<file path="config.mk">
export PLATFORM = sky130hd
export DESIGN_NAME = vram_arbiter
export DESIGN_NICKNAME = d
export VERILOG_FILES = /design/src/rtl/vram_arbiter.sv
export SDC_FILE = /design/constraint.sdc
export NUM_CORES = 1
export LEC_CHECK = 0
export CAP_MARGIN = 20
export CORE_MARGIN = 5
export CORE_UTILIZATION = 45
export DETAILED_ROUTE_END_ITERATION = 8
export DONT_BUFFER_PORTS = 1
export GPL_ROUTABILITY_DRIVEN = 0
export PLACE_DENSITY = 0.65
export SYNTH_ARGS = -nofsm -noshare
export SYNTH_HDL_FRONTEND = slang
export SYNTH_SLANG_ARGS = --single-unit
</file>
<file path="constraint.sdc">
create_clock -name clk -period 2.6 [get_ports clk]
set_clock_uncertainty 0.2 [all_clocks]
set_input_delay 0.52 -clock clk [delete_from_list [all_inputs] [get_ports clk]]
set_output_delay 0.52 -clock clk [all_outputs]
set_load 0.02 [all_outputs]
</file>
<file path="src/rtl/vram_arbiter.sv">
// vram_arbiter
//   Sequencer and arbiter for the single-port 16Kx16 screen SPRAM.
//   After reset it copies DEPTH words from the ROM reader into SPRAM
//   (LOAD). It then shares the single SPRAM port between the display
//   scan-out reader and the CPU screen port (RUN). The display has
//   priority. The CPU is guaranteed a slot after at most CPU_STARVE
//   consecutive display wins.
//
// Ports
//   clk, reset                    : single clock, synchronous active-high reset
//   load_valid/load_data/load_ready : ROM word stream, accepted one per cycle in LOAD
//   loaded                        : high once every ROM word is in SPRAM
//   disp_req/disp_addr            : display read request (held until granted)
//   disp_gnt/disp_rvalid/disp_rdata : display grant, read data one cycle later
//   cpu_req/cpu_we/cpu_addr/cpu_wdata : CPU request (held until granted)
//   cpu_gnt/cpu_rvalid/cpu_rdata  : CPU grant, read data one cycle later
//   ram_addr/ram_wren/ram_din     : drive the SPRAM port
//   ram_dout                      : SPRAM registered read data
module vram_arbiter #(
  parameter int DEPTH      = 16384,
  parameter int CPU_STARVE = 2
) (
  input  logic        clk,
  input  logic        reset,
  input  logic        load_valid,
  input  logic [15:0] load_data,
  output logic        load_ready,
  output logic        loaded,
  input  logic        disp_req,
  input  logic [13:0] disp_addr,
  output logic        disp_gnt,
  output logic        disp_rvalid,
  output logic [15:0] disp_rdata,
  input  logic        cpu_req,
  input  logic        cpu_we,
  input  logic [13:0] cpu_addr,
  input  logic [15:0] cpu_wdata,
  output logic        cpu_gnt,
  output logic        cpu_rvalid,
  output logic [15:0] cpu_rdata,
  output logic [13:0] ram_addr,
  output logic        ram_wren,
  output logic [15:0] ram_din,
  input  logic [15:0] ram_dout
);

  localparam int WADDR_W  = $clog2(DEPTH) + 1;
  localparam int STARVE_W = $clog2(CPU_STARVE + 1);

  typedef enum logic {
    LOAD = 1'b0,
    RUN  = 1'b1
  } state_t;

  state_t              state;
  logic [WADDR_W-1:0]  waddr;
  logic [STARVE_W-1:0] starve;
  logic                disp_vld_p1;
  logic                cpu_vld_p1;
  logic                load_fire;
  logic                cpu_blocks_disp;

  // The CPU takes the slot from a requesting display only after the
  // display has already won CPU_STARVE cycles in a row against it.
  assign cpu_blocks_disp = cpu_req && (starve == STARVE_W'(CPU_STARVE));
  assign load_fire       = load_ready && load_valid;

  // Stage p0: grant decision and SPRAM port drive
  always_comb begin
    load_ready = 1'b0;
    disp_gnt   = 1'b0;
    cpu_gnt    = 1'b0;
    ram_addr   = disp_addr;
    ram_wren   = 1'b0;
    ram_din    = 16'h0000;
    // Nothing touches the SPRAM port while reset is held, whatever the
    // current phase, so a reset can never corrupt memory.
    if (!reset) begin
      if (state == LOAD) begin
        load_ready = 1'b1;
        if (load_valid) begin
          ram_addr = 14'(waddr);
          ram_din  = load_data;
          ram_wren = 1'b1;
        end
      end else begin
        if (disp_req && !cpu_blocks_disp) begin
          disp_gnt = 1'b1;
          ram_addr = disp_addr;
        end else if (cpu_req) begin
          cpu_gnt  = 1'b1;
          ram_addr = cpu_addr;
          ram_wren = cpu_we;
          ram_din  = cpu_we ? cpu_wdata : 16'h0000;
        end
      end
    end
  end

  // Stage p1: sequencing state and read-valid tracking
  always_ff @(posedge clk) begin
    if (reset) begin
      state       <= LOAD;
      waddr       <= '0;
      starve      <= '0;
      disp_vld_p1 <= 1'b0;
      cpu_vld_p1  <= 1'b0;
    end else begin
      disp_vld_p1 <= disp_gnt;
      cpu_vld_p1  <= cpu_gnt && !cpu_we;

      if (state == LOAD) begin
        if (load_fire) begin
          waddr <= waddr + WADDR_W'(1);
          if (waddr == WADDR_W'(DEPTH - 1)) begin
            state <= RUN;
          end
        end
      end

      if (cpu_gnt || !cpu_req) begin
        starve <= '0;
      end else if (disp_gnt && (starve != STARVE_W'(CPU_STARVE))) begin
        starve <= starve + STARVE_W'(1);
      end
    end
  end

  // A reset cancels any read whose data would appear during the reset cycle.
  assign loaded      = (state == RUN) && !reset;
  assign disp_rvalid = disp_vld_p1 && !reset;
  assign cpu_rvalid  = cpu_vld_p1 && !reset;
  assign disp_rdata  = ram_dout;
  assign cpu_rdata   = ram_dout;

endmodule

</file>
### After elaboration in Yosys (flattened, before gate mapping)

Index checks and enable logic that the tools add are counted.

* flip-flop bits (word level): 20
* bits of input ports: 82
* output and inout port bits: 69
* logic and storage cells: 54

* $add $sub $neg: 2
* equality and inequality tests: 3
* mux-type cells: 28
* bitwise logic cells: 1
* reductions and logical operators: 15

Operators by type and width (count)
* 2-to-1 mux 16 bit: 6
* 2-to-1 mux 14 bit: 5
* 2-to-1 mux 1 bit: 17
* adder 15 x 1 -> 15 bit, second input constant: 1
* == test 15 x 14 -> 1 bit, second input constant: 1
* logical AND 1 bit: 8
* zero test 1 bit: 4
* adder 2 x 1 -> 2 bit, second input constant: 1
* == test 2 bit, second input constant: 1
* inequality test 2 bit, second input constant: 1
* AND reduction 2 bit: 1
* OR reduction 2 bit: 1
* logical OR 1 bit: 1
* NOT 1 bit: 1

### Depth between registers and ports, before layout

* word-level depth: 9
* depth in mapped cells: 9
* gate-level depth less buffers: 6

### Worst setup path before layout

OpenSTA, ideal clock, no wires.

* kind: input-to-output
* from: in reset
* to: out ram_din[10]
* arrival time: 1.789 ns
* required time: 1.880 ns
* slack: 0.091 ns
* cell stages on the path: 8
* path buffers: 4
* cells stage by stage: buf_2 nor2b_4 and3_1 buf_4 and2_1 buf_4 buf_6 a22o_1

* word-level cells in the longest chain between the ends: 1

Ends and longest elaborated chain
* from (decl): line 24 `input logic reset,`
* 2-to-1 mux 16 bit: line 78 `if (!reset) begin`
* to (decl): line 43 `output logic [15:0] ram_din,`

No other way between the ends.

### Worst setup path after layout

* from: reg starve[0]
* to: out ram_addr[6]

* word-level cells in the longest chain between the ends: 7

Ends and longest elaborated chain
* from (decl): line 57 `logic [STARVE_W-1:0] starve;`
* from (signal assigned): line 124 `starve <= starve + STARVE_W'(1);`
* == test 2 bit: line 65 `assign cpu_blocks_disp = cpu_req && (starve == STARVE_W'(CPU_STARVE));`
* logical AND 1 bit: line 65
* zero test 1 bit: line 87 `if (disp_req && !cpu_blocks_disp) begin`
* logical AND 1 bit: line 87
* 2-to-1 mux 14 bit: line 87
* 2-to-1 mux 14 bit: line 79 `if (state == LOAD) begin`
* 2-to-1 mux 14 bit: line 78
* to (decl): line 41 `output logic [13:0] ram_addr,`

No other way between the ends.

==> impl_summary.md <==
Detailed routing
After detailed routing, the number of vias per cell comes to roughly 6.1. The first routing iteration left 20 violations. The total DRC errors in the routed layout is 0. The detailed-route wire length is 4480 µm. Dividing the detail-routed wire length by the instance count gives 20.5 µm. The routed layout has between 1,000 and 1,500 vias. The count of nets left with antenna violations after detail routing is 0. The number of detailed-routing iterations run before antenna repair is 4.

Place
Buffers placed on the I/O ports in this run total 0. The post-placement cell count is 214. The instance area at placement is 0.00139 mm². The placement-stage worst setup slack is around 200 ps. The wire-length estimate of the detail-placed layout is around 3500 µm.

Clocking
Counting along the longest clock path gives a buffer depth of 2. In this run, post-CTS hold repair placed 0 buffers. The post-CTS clock slew at the launch and capture registers of the worst setup and hold paths is between 100 and 150 ps. The total CTS buffers is 3. TritonCTS built the clock tree. The clock drives 20 sinks.

CTS built an H-tree with a depth of 1. The root buffer selected by CTS is sky130_fd_sc_hd__clkbuf_4. The post-CTS setup-driven buffer insertion count is 0.

The clock insertion delay at the later pin of the skew report is 300 ps.

Global route
The number of global-route vias before repair is 1,217. The initial antenna violation count is 0. The global-route wire length before repair is 6600 µm. The pin count of the biggest net entering global routing is 29. Across every metal layer, demand over resource in global routing totals between 15 and 20%.

After global routing the overflow that remains totals 0.

Run status
The flow ran to the end, and the final reports show no timing, DRC or antenna violations.

Final layout
The synthesis-to-finish area growth is -2.78%. In the final layout, the share of cells above drive strength 1 is a little under 30%. Leaving out fill and tap cells, the most frequent cells in the layout are sky130_fd_sc_hd__nand2_1, sky130_fd_sc_hd__dfxtp_1, sky130_fd_sc_hd__nand2_2, sky130_fd_sc_hd__nor2_1, sky130_fd_sc_hd__a22oi_2. The most frequent standard cell in the layout excluding fill and tap cells is sky130_fd_sc_hd__nand2_1. The number of antenna repair diodes is 0. The final design utilization is 45.6%.

The finished layout cell area is 0.00153 mm². After the last flow step, the layout net total stands at between 200 and 300. Leaving out filler cells and counting taps, the final layout contains ~220.

Synthesis
The mapped netlist covers around 0.0016 mm². When the netlist entered floorplanning its net count stood at 289. The number of enable-type register cells in the synthesized netlist is 0. The dominant register cell in the synthesized netlist is sky130_fd_sc_hd__dfxtp_1. The number of unique standard cell types used by synthesis is 36. In the synthesized netlist, the number of instances is between 200 and 250. The flip-flop and latch count after synthesis is 20. The synthesized area divided by synthesized cell count is between 7 and 8 µm². For this run, the register share of the synthesized area comes to between 20% and 30%.

Of all flip-flops after synthesis, the portion carrying an async set or reset was 0%. The number of warnings reported in the yosys synthesis log is 0.

Power
The peak ir drop on the vdd network is roughly 0.00022 V. The power density over the cells is approximately 390 mW/mm². The analysis attributes to cell leakage a power of roughly 0.53 nW. The power after layout is between 0.5 and 0.6 mW.

Setup path
The worst endpoint data arrival time is roughly 1800 ps. The sort of element at the end of the critical path is an output port. The setup slack of the most critical reg-to-reg path is roughly 730 ps. The required time at the endpoint of the critical path is 1880 ps. In this run the worst path has a maximum fanout of 18. STA classifies the critical path startpoint as a flip-flop. By startpoint and endpoint, the worst setup path is classified as flip-flop to output port.

Die
The floorplan step defined a core boundary enclosing 0.00336 mm². The I/O pin count is approximately 150. The total die area is between 0.004 and 0.005 mm². The floorplan step set the die height to 69.2 µm. The number of rows created at floorplan is 21. From left edge to right edge, the die measures 69.2 µm. For this configuration, the core starts out at a cell density of 46.9%.

STA
The post-route worst setup slack is approximately 70 ps. Final hold analysis gives a worst-case slack of about 75 ps. Summed over all failing endpoints, the final setup total negative slack is 0 ps.

The hold violation count in the final report is 0. Setup violations remaining at the end of the flow were counted as 0. The worst path in the final design needs a cycle of roughly 2500 ps, including I/O delays and setup. The number of max-slew violations in the final report is 0. Of the available clock period, the critical path in the final layout requires between 90 and 100%.

The transition at the pin with the smallest max-transition slack is between 400 and 500 ps. Timing would allow up to between 0.3 and 0.4 GHz. The max-slew headroom at the worst pin is 69.9%.

Job
Across the run, the number of max-cap violations was 0.

Hold path
The class of the most critical hold timing path is input port to flip-flop.
## cell type report
type                            instances  area (µm²)
Clock buffer                            4        36.3
Multi-Input combinational cell        139         975
Tap cell                               46        57.6
Inverter                                2        7.51
Fill cell                             344        1830
Timing Repair Buffer                    7        56.3
Sequential cell                        20         402
## where the power goes
group          switching (mW)  internal, mW  total [mW]  leakage, nW
logic                  0.0700        0.0328       0.103        0.350
registers             0.00520         0.310       0.315        0.162
clock network          0.0931        0.0854       0.178       0.0210
## flip-flops by register name, summed over array words and instances (netlist names)
| register | cells |
|---|---|
| disp_vld_p1 | 1 |
| state | 1 |
| cpu_vld_p1 | 1 |
| starve | 2 |
| waddr | 15 |
## timing repair
action | 4_1_cts | 5_1_grt
cloned | 0 | 0
pin swaps | 0 | 3
gates resized for setup | 2 | 35
setup endpoints to repair | 17 | 29
## critical path, cell delays in order, from the launching register on
cell	delay [ps]
sky130_fd_sc_hd__dfxtp_2	350
sky130_fd_sc_hd__inv_1	40
sky130_fd_sc_hd__ha_1	220
sky130_fd_sc_hd__nand2b_1	160
sky130_fd_sc_hd__and3_1	200
sky130_fd_sc_hd__buf_6	190
sky130_fd_sc_hd__a22oi_1	200
sky130_fd_sc_hd__nand2_2	140
## kinds of logic after synthesis
kind of cell,count (synthesis),share of synthesized area [%]
AND/OR/NAND/NOR,85,27.6
buffers and inverters,46,19.7
AO/OA/AOI/OAI,40,19.0
flip-flops,20,25.4
XOR/XNOR,11,6.11
adder cells (fa/ha/maj),2,1.59
multiplexers,1,0.634
## synthesized netlist by cell type, drive strengths merged (5+ instances only)
master   n  area, µm²
nor2    14       52.6
xnor2    7       61.3
buf     39        285
a22oi   14        105
nand2   35        131
clkbuf   5       18.8
nand2b   5       31.3
nor4     5       31.3
dfxtp   20        400
a22o    16        140
nor2b    5       38.8
## path summary, 6_finish.rpt
| kind | from | end | depth (start not counted) |
|---|---|---|---|
| max | starve[0] | ram_addr[6] | 7 |
| min | cpu_we | cpu_vld_p1 | 1 |
| max reg2reg | state | waddr[13] | 5 |
| min reg2reg | waddr[14] | waddr[14] | 2 |
## routing by layer
metal	part of all wire (%)	track usage, %
met2	53	30.0
met5	0	0
met4	2.0	8.03
met3	9.4	6.52
met1	36	17.4
Power figures use the tool's default switching activity.
==> variant 1: new RTL, same settings <==
Set the parameter `DEPTH` to 65536 (it was 16384).
--- a/src/rtl/vram_arbiter.sv
+++ b/src/rtl/vram_arbiter.sv
@@ -18,5 +18,5 @@
 //   ram_dout                      : SPRAM registered read data
 module vram_arbiter #(
-  parameter int DEPTH      = 16384,
+  parameter int DEPTH      = 65536,
   parameter int CPU_STARVE = 2
 ) (
Function: same outputs for any inputs over 10 cycles, from zero or initial values and one cycle with reset high; that may be too few to reach the edited logic, so the function may still have changed.
==> variant 1 against the unedited design <==
  * Register-to-register slack got worse by 0.40 ns
  * Sequential power increased by 9.5%
  * Wire length shrank 5.9%
  * Hold slack better by 0.028 ns
  * Global-route usage fell by 1.1 points
  * Setup slack improved by 0.027 ns
  * Sequential cell count grew 2
  * Critical endpoint is now ram_din[14]
  * Via count rose by 3.5%
  * Total power rose by 29%
  * Largest power group unchanged
  * Design area increased by 9.1%
  * Core utilization rose by 0.12 points
  * Critical path depth fell by 1
  * Synthesized area up 8.3%
==> variant 1: results (changes against the unedited design) <==
.. list-table::
   :header-rows: 1

   * - Metric
     - Value
   * - Depth of the most critical reg-to-reg path
     - 6 (was 5)
   * - Vias in the first global route
     - 1322 (was 1217)
   * - Leading cell types by total area after synthesis
     - dfxtp_1 (26%), buf_4 (14%), a22o_1 (8.2%) (was dfxtp_1 (25%), buf_4 (16%), a22o_1 (8.9%))
   * - Terminating pin of the worst hold path
     - waddr[14] (was cpu_vld_p1)
   * - Final layout net count
     - 267 (was 257)
   * - Metal1 wirelength
     - 1600 µm (was 1590 µm)
   * - WL per Instance
     - 18.4 µm (was 20.5 µm)
   * - Length of routed met3 wiring
     - 481 µm (was 420 µm)
   * - Length of routed met2 wiring
     - 2100 µm (was 2370 µm)
   * - Synthesized net count
     - 303 (was 289)
   * - Via Count
     - 1372 (was 1325)
   * - Global-route wire length before repair
     - 6490 µm (was 6600 µm)
   * - Terminus of the critical flop-to-flop path
     - waddr[12] (was waddr[13])
   * - Worst reg-to-reg setup slack
     - 0.33 ns (was 0.73 ns)
   * - Net switching fraction of the power
     - 25.1% (was 28.2%)
   * - DP Wirelength
     - 3170 µm (was 3520 µm)
   * - Root Driver
     - clkbuf_8 (was clkbuf_4)
   * - Met3 Use GR
     - 7.71% (was 6.52%)
   * - Leading registers by flop count
     - waddr (17), starve (2) (was waddr (15), starve (2))
   * - Largest net degree at the start of global routing
     - 41 (was 29)
   * - Post-synthesis sequential area ratio
     - 25.8% (was 25.4%)
   * - Result of the run
     - completed (unchanged)
   * - Worst slack at placement
     - 0.137 ns (was 0.198 ns)
   * - Worst hold start
     - reset (was cpu_we)
   * - Crit path max fanout
     - 17 (was 18)
   * - Post-Syn Area per Cell
     - 7.84 µm² (was 7.70 µm²)
   * - Tot GR Track Use
     - 15.9% (was 16.9%)
   * - GR met2 Demand/Resource
     - 27.4% (was 30.0%)
   * - Violation count after the first detailed-routing iteration
     - 97 (was 20)
   * - Count of different cell masters after synthesis
     - 41 (was 36)
   * - Hold Worst Slack
     - 0.103 ns (was 0.0754 ns)
variant 1: cells by family (layout without fill, tap and decap cells):
kind of cell | Yosys count | count (layout) | share of synthesized area [%]
buffers and inverters | 49 | 12 | 19.6
AO/OA/AOI/OAI | 47 | 47 | 20.2
flip-flops | 22 | 22 | 25.8
XOR/XNOR | 10 | 10 | 5.12
adder cells (fa/ha/maj) | 3 | 3 | 2.20
AND/OR/NAND/NOR | 87 | 87 | 27.1
variant 1: final cells by class:
class                   instances  area [µm²]  area share [%]
clock inverters                 1        30.0            1.79
multi-input cells             147        1040            62.2
well taps                      48        60.1            3.59
inverters                       3        11.3           0.673
clock buffers                   3        41.3            2.47
flip-flops and latches         22         442            26.4
repair buffers                  5        48.8            2.91
variant 1: how the worst max path moves through the flow:
stage	start	to	slack, ns	cells after the start
4_1_cts	starve[0]	ram_addr[1]	0.007	7
3_3_place_gp	starve[0]	ram_wren	0.20	6
2_1_floorplan	reset	ram_din[10]	0.14	8
5_1_grt	state	ram_addr[13]	-0.01	5
6_report	starve[0]	ram_din[14]	0.1	6
3_5_place_dp	starve[0]	ram_din[14]	0.14	6
variant 1: repair_timing:
item                       CTS  global route
gates resized for setup      3            34
pin swaps                    0             3
setup endpoints to repair   18            29
variant 1: worst max-delay path: stages (launching register included):
cell	delay, ns
dfxtp_2	0.34
inv_1	0.04
ha_1	0.20
nand2b_1	0.18
and3_2	0.26
and2_4	0.21
a22o_1	0.28
variant 1: power groups by stage:
stage	sequential, µW	combinational, µW	clock [µW]
CTS	344	90.5	335
floorplan	352	159	0
detailed placement	352	89.8	0
global placement	352	89.2	0
finish	345	98.0	327
global route	346	106	346
==> variant 2: new RTL, same settings <==
Without the edit above. Make the reset (`reset`) asynchronous in one clocked block. Comments in the files are not updated.
--- a/src/rtl/vram_arbiter.sv
+++ b/src/rtl/vram_arbiter.sv
@@ -99,5 +99,5 @@
 
   // Stage p1: sequencing state and read-valid tracking
-  always_ff @(posedge clk) begin
+  always_ff @(posedge clk or posedge reset) begin
     if (reset) begin
       state       <= LOAD;
Formal check against the unedited RTL: no difference found for any inputs over 10 cycles, from zero or initial values and one cycle with reset high; that may be too few to reach the edited logic, so the function may still have changed.
==> variant 2 against the unedited design <==
  * Die area rose by 7.8%
  * Core utilization fell by 2.4 points
  * Total power is 4.7% higher
  * Sequential cell count unchanged
  * Setup slack better by 0.028 ns
  * Synthesized area increased by 9.2%
  * Design area grew 4.0%
  * First-iteration DRC count grew to 3.0 times the old value
  * Wire length rose by 2.3%
  * Register-to-register slack gained 0.03 ns
  * Critical path type unchanged
==> variant 2: results (changes against the unedited design) <==
.. list-table::
   :header-rows: 1

   * - Metric
     - Value
   * - Result of the run
     - completed (unchanged)
   * - Post-Syn Area per Cell
     - 9.21 µm² (was 7.70 µm²)
   * - Post-detailed-routing wire length
     - 4580 µm (was 4480 µm)
   * - Terminus of the critical flop-to-flop path
     - waddr[13] (unchanged)
   * - Initial core utilization
     - 46.7% (was 46.9%)
   * - Global-route wire length before repair
     - 6990 µm (was 6600 µm)
   * - Reg-to-Reg Start
     - state (unchanged)
   * - Crit path max fanout
     - 17 (was 18)
   * - Std cell rows
     - 22 (was 21)
   * - Worst reg-to-reg setup slack
     - 0.76 ns (was 0.73 ns)
   * - Insertion delay to the later sink of the worst-skew pair
     - 0.25 ns (was 0.30 ns)
   * - Root Driver
     - clkbuf_8 (was clkbuf_4)
   * - Tot GR Track Use
     - 17.0% (was 16.9%)
   * - Vias in the first global route
     - 1377 (was 1217)
   * - Synthesized net count
     - 271 (was 289)
   * - Largest net degree at the start of global routing
     - 27 (was 29)
   * - Number of buffers created by CTS
     - 3 (unchanged)
   * - DP Wirelength
     - 3700 µm (was 3520 µm)
   * - Share of flip-flops with an asynchronous set or reset after synthesis
     - 100% (was 0%)
   * - Classification of the worst-slack hold path
     - primary input to async pin (was primary input to flop)
   * - Violation count after the first detailed-routing iteration
     - 60 (was 20)
   * - Vias per cell
     - 6.28 (was 6.08)
   * - Most common library cells after synthesis
     - buf_4 (34), a22o_1 (25), dfrtp_1 (20) (was nand2_1 (35), buf_4 (34), dfxtp_1 (20))
   * - Count of different cell masters after synthesis
     - 35 (was 36)
   * - Leading cell types by total area after synthesis
     - dfrtp_1 (29%), buf_4 (15%), a22o_1 (13%) (was dfxtp_1 (25%), buf_4 (16%), a22o_1 (8.9%))
   * - Hold Worst Slack
     - 0.0131 ns (was 0.0754 ns)
   * - Critical path origin
     - starve[1] (was starve[0])
   * - Depth of the most critical reg-to-reg path
     - 5 (unchanged)
   * - Post-synthesis sequential area ratio
     - 29.0% (was 25.4%)
   * - WP data arrival
     - 1.78 ns (was 1.81 ns)
   * - Via Count
     - 1262 (was 1325)
   * - Final layout net count
     - 239 (was 257)
   * - Share of post-route cells with drive strength above 1
     - 23.5% (was 29.1%)
   * - Clock input transition at the sequential cells of the worst setup and hold paths
     - 0.07 ns (was 0.11 ns)
   * - IR drop worst, VDD
     - 161 µV (was 216 µV)
   * - Headroom to the max-slew limit
     - 72.3% (was 69.9%)
   * - Critical path capture point
     - ram_wren (was ram_addr[6])
   * - Static leakage
     - 0.000782 µW (was 0.000533 µW)
## variant 2: logic make-up after synthesis
logic type / after synthesis / share of synthesized area, %
AO/OA/AOI/OAI: 45 / 21.9
adder cells (fa/ha/maj): 2 / 1.45
XOR/XNOR: 14 / 7.12
AND/OR/NAND/NOR: 56 / 19.3
buffers and inverters: 48 / 20.0
flip-flops: 20 / 29.0
multiplexers: 2 / 1.23
## variant 2: cell type report
type | instances | area, µm²
Clock buffer | 3 | 41.3
Fill cell | 376 | 2090
Inverter | 6 | 22.5
Multi-Input combinational cell | 119 | 933
Sequential cell | 20 | 500
Tap cell | 48 | 60.1
Timing Repair Buffer | 5 | 37.5
## variant 2: power breakdown
| group | switching [µW] | leakage [µW] | total (µW) | internal (µW) |
|---|---|---|---|---|
| clock | 97.9 | 0.0000216 | 201 | 103 |
| sequential | 1.11 | 0.000267 | 314 | 313 |
| combinational | 71.1 | 0.000493 | 108 | 37.1 |
| total | 170 | 0.000782 | 624 | 453 |
## variant 2: metal layers
metal | share of wire, % | up-vias | GRT usage, %
met1 | 32 | 592 | 16.6
met3 | 9.4 | 6 | 5.61
met5 | 0 | - | 0
met2 | 57 | 93 | 33.2
li1 | - | 571 | -
met4 | 1.1 | 0 | 5.43
## variant 2: timing repair
item,CTS,global route
pin swaps,0,1
setup endpoints to repair,13,30
gates resized for setup,2,22
## variant 2: metrics by stage
stage / worst slack [ns] / cell area [µm²]
after floorplan: 0.261 / 1720
after global placement: 0.226 / 1500
after detailed placement: 0.185 / 1500
after CTS: 0.00574 / 1550
after global routing: 0.00666 / 1600
final: 0.0974 / 1600
## variant 2: worst max-delay path: stages, from the launching register on
cell and delay [ns]:
dfrtp_1 0.42, ha_4 0.19, nor2b_4 0.15, nor3_4 0.06, and2_1 0.16, buf_4 0.18, or2_2 0.35
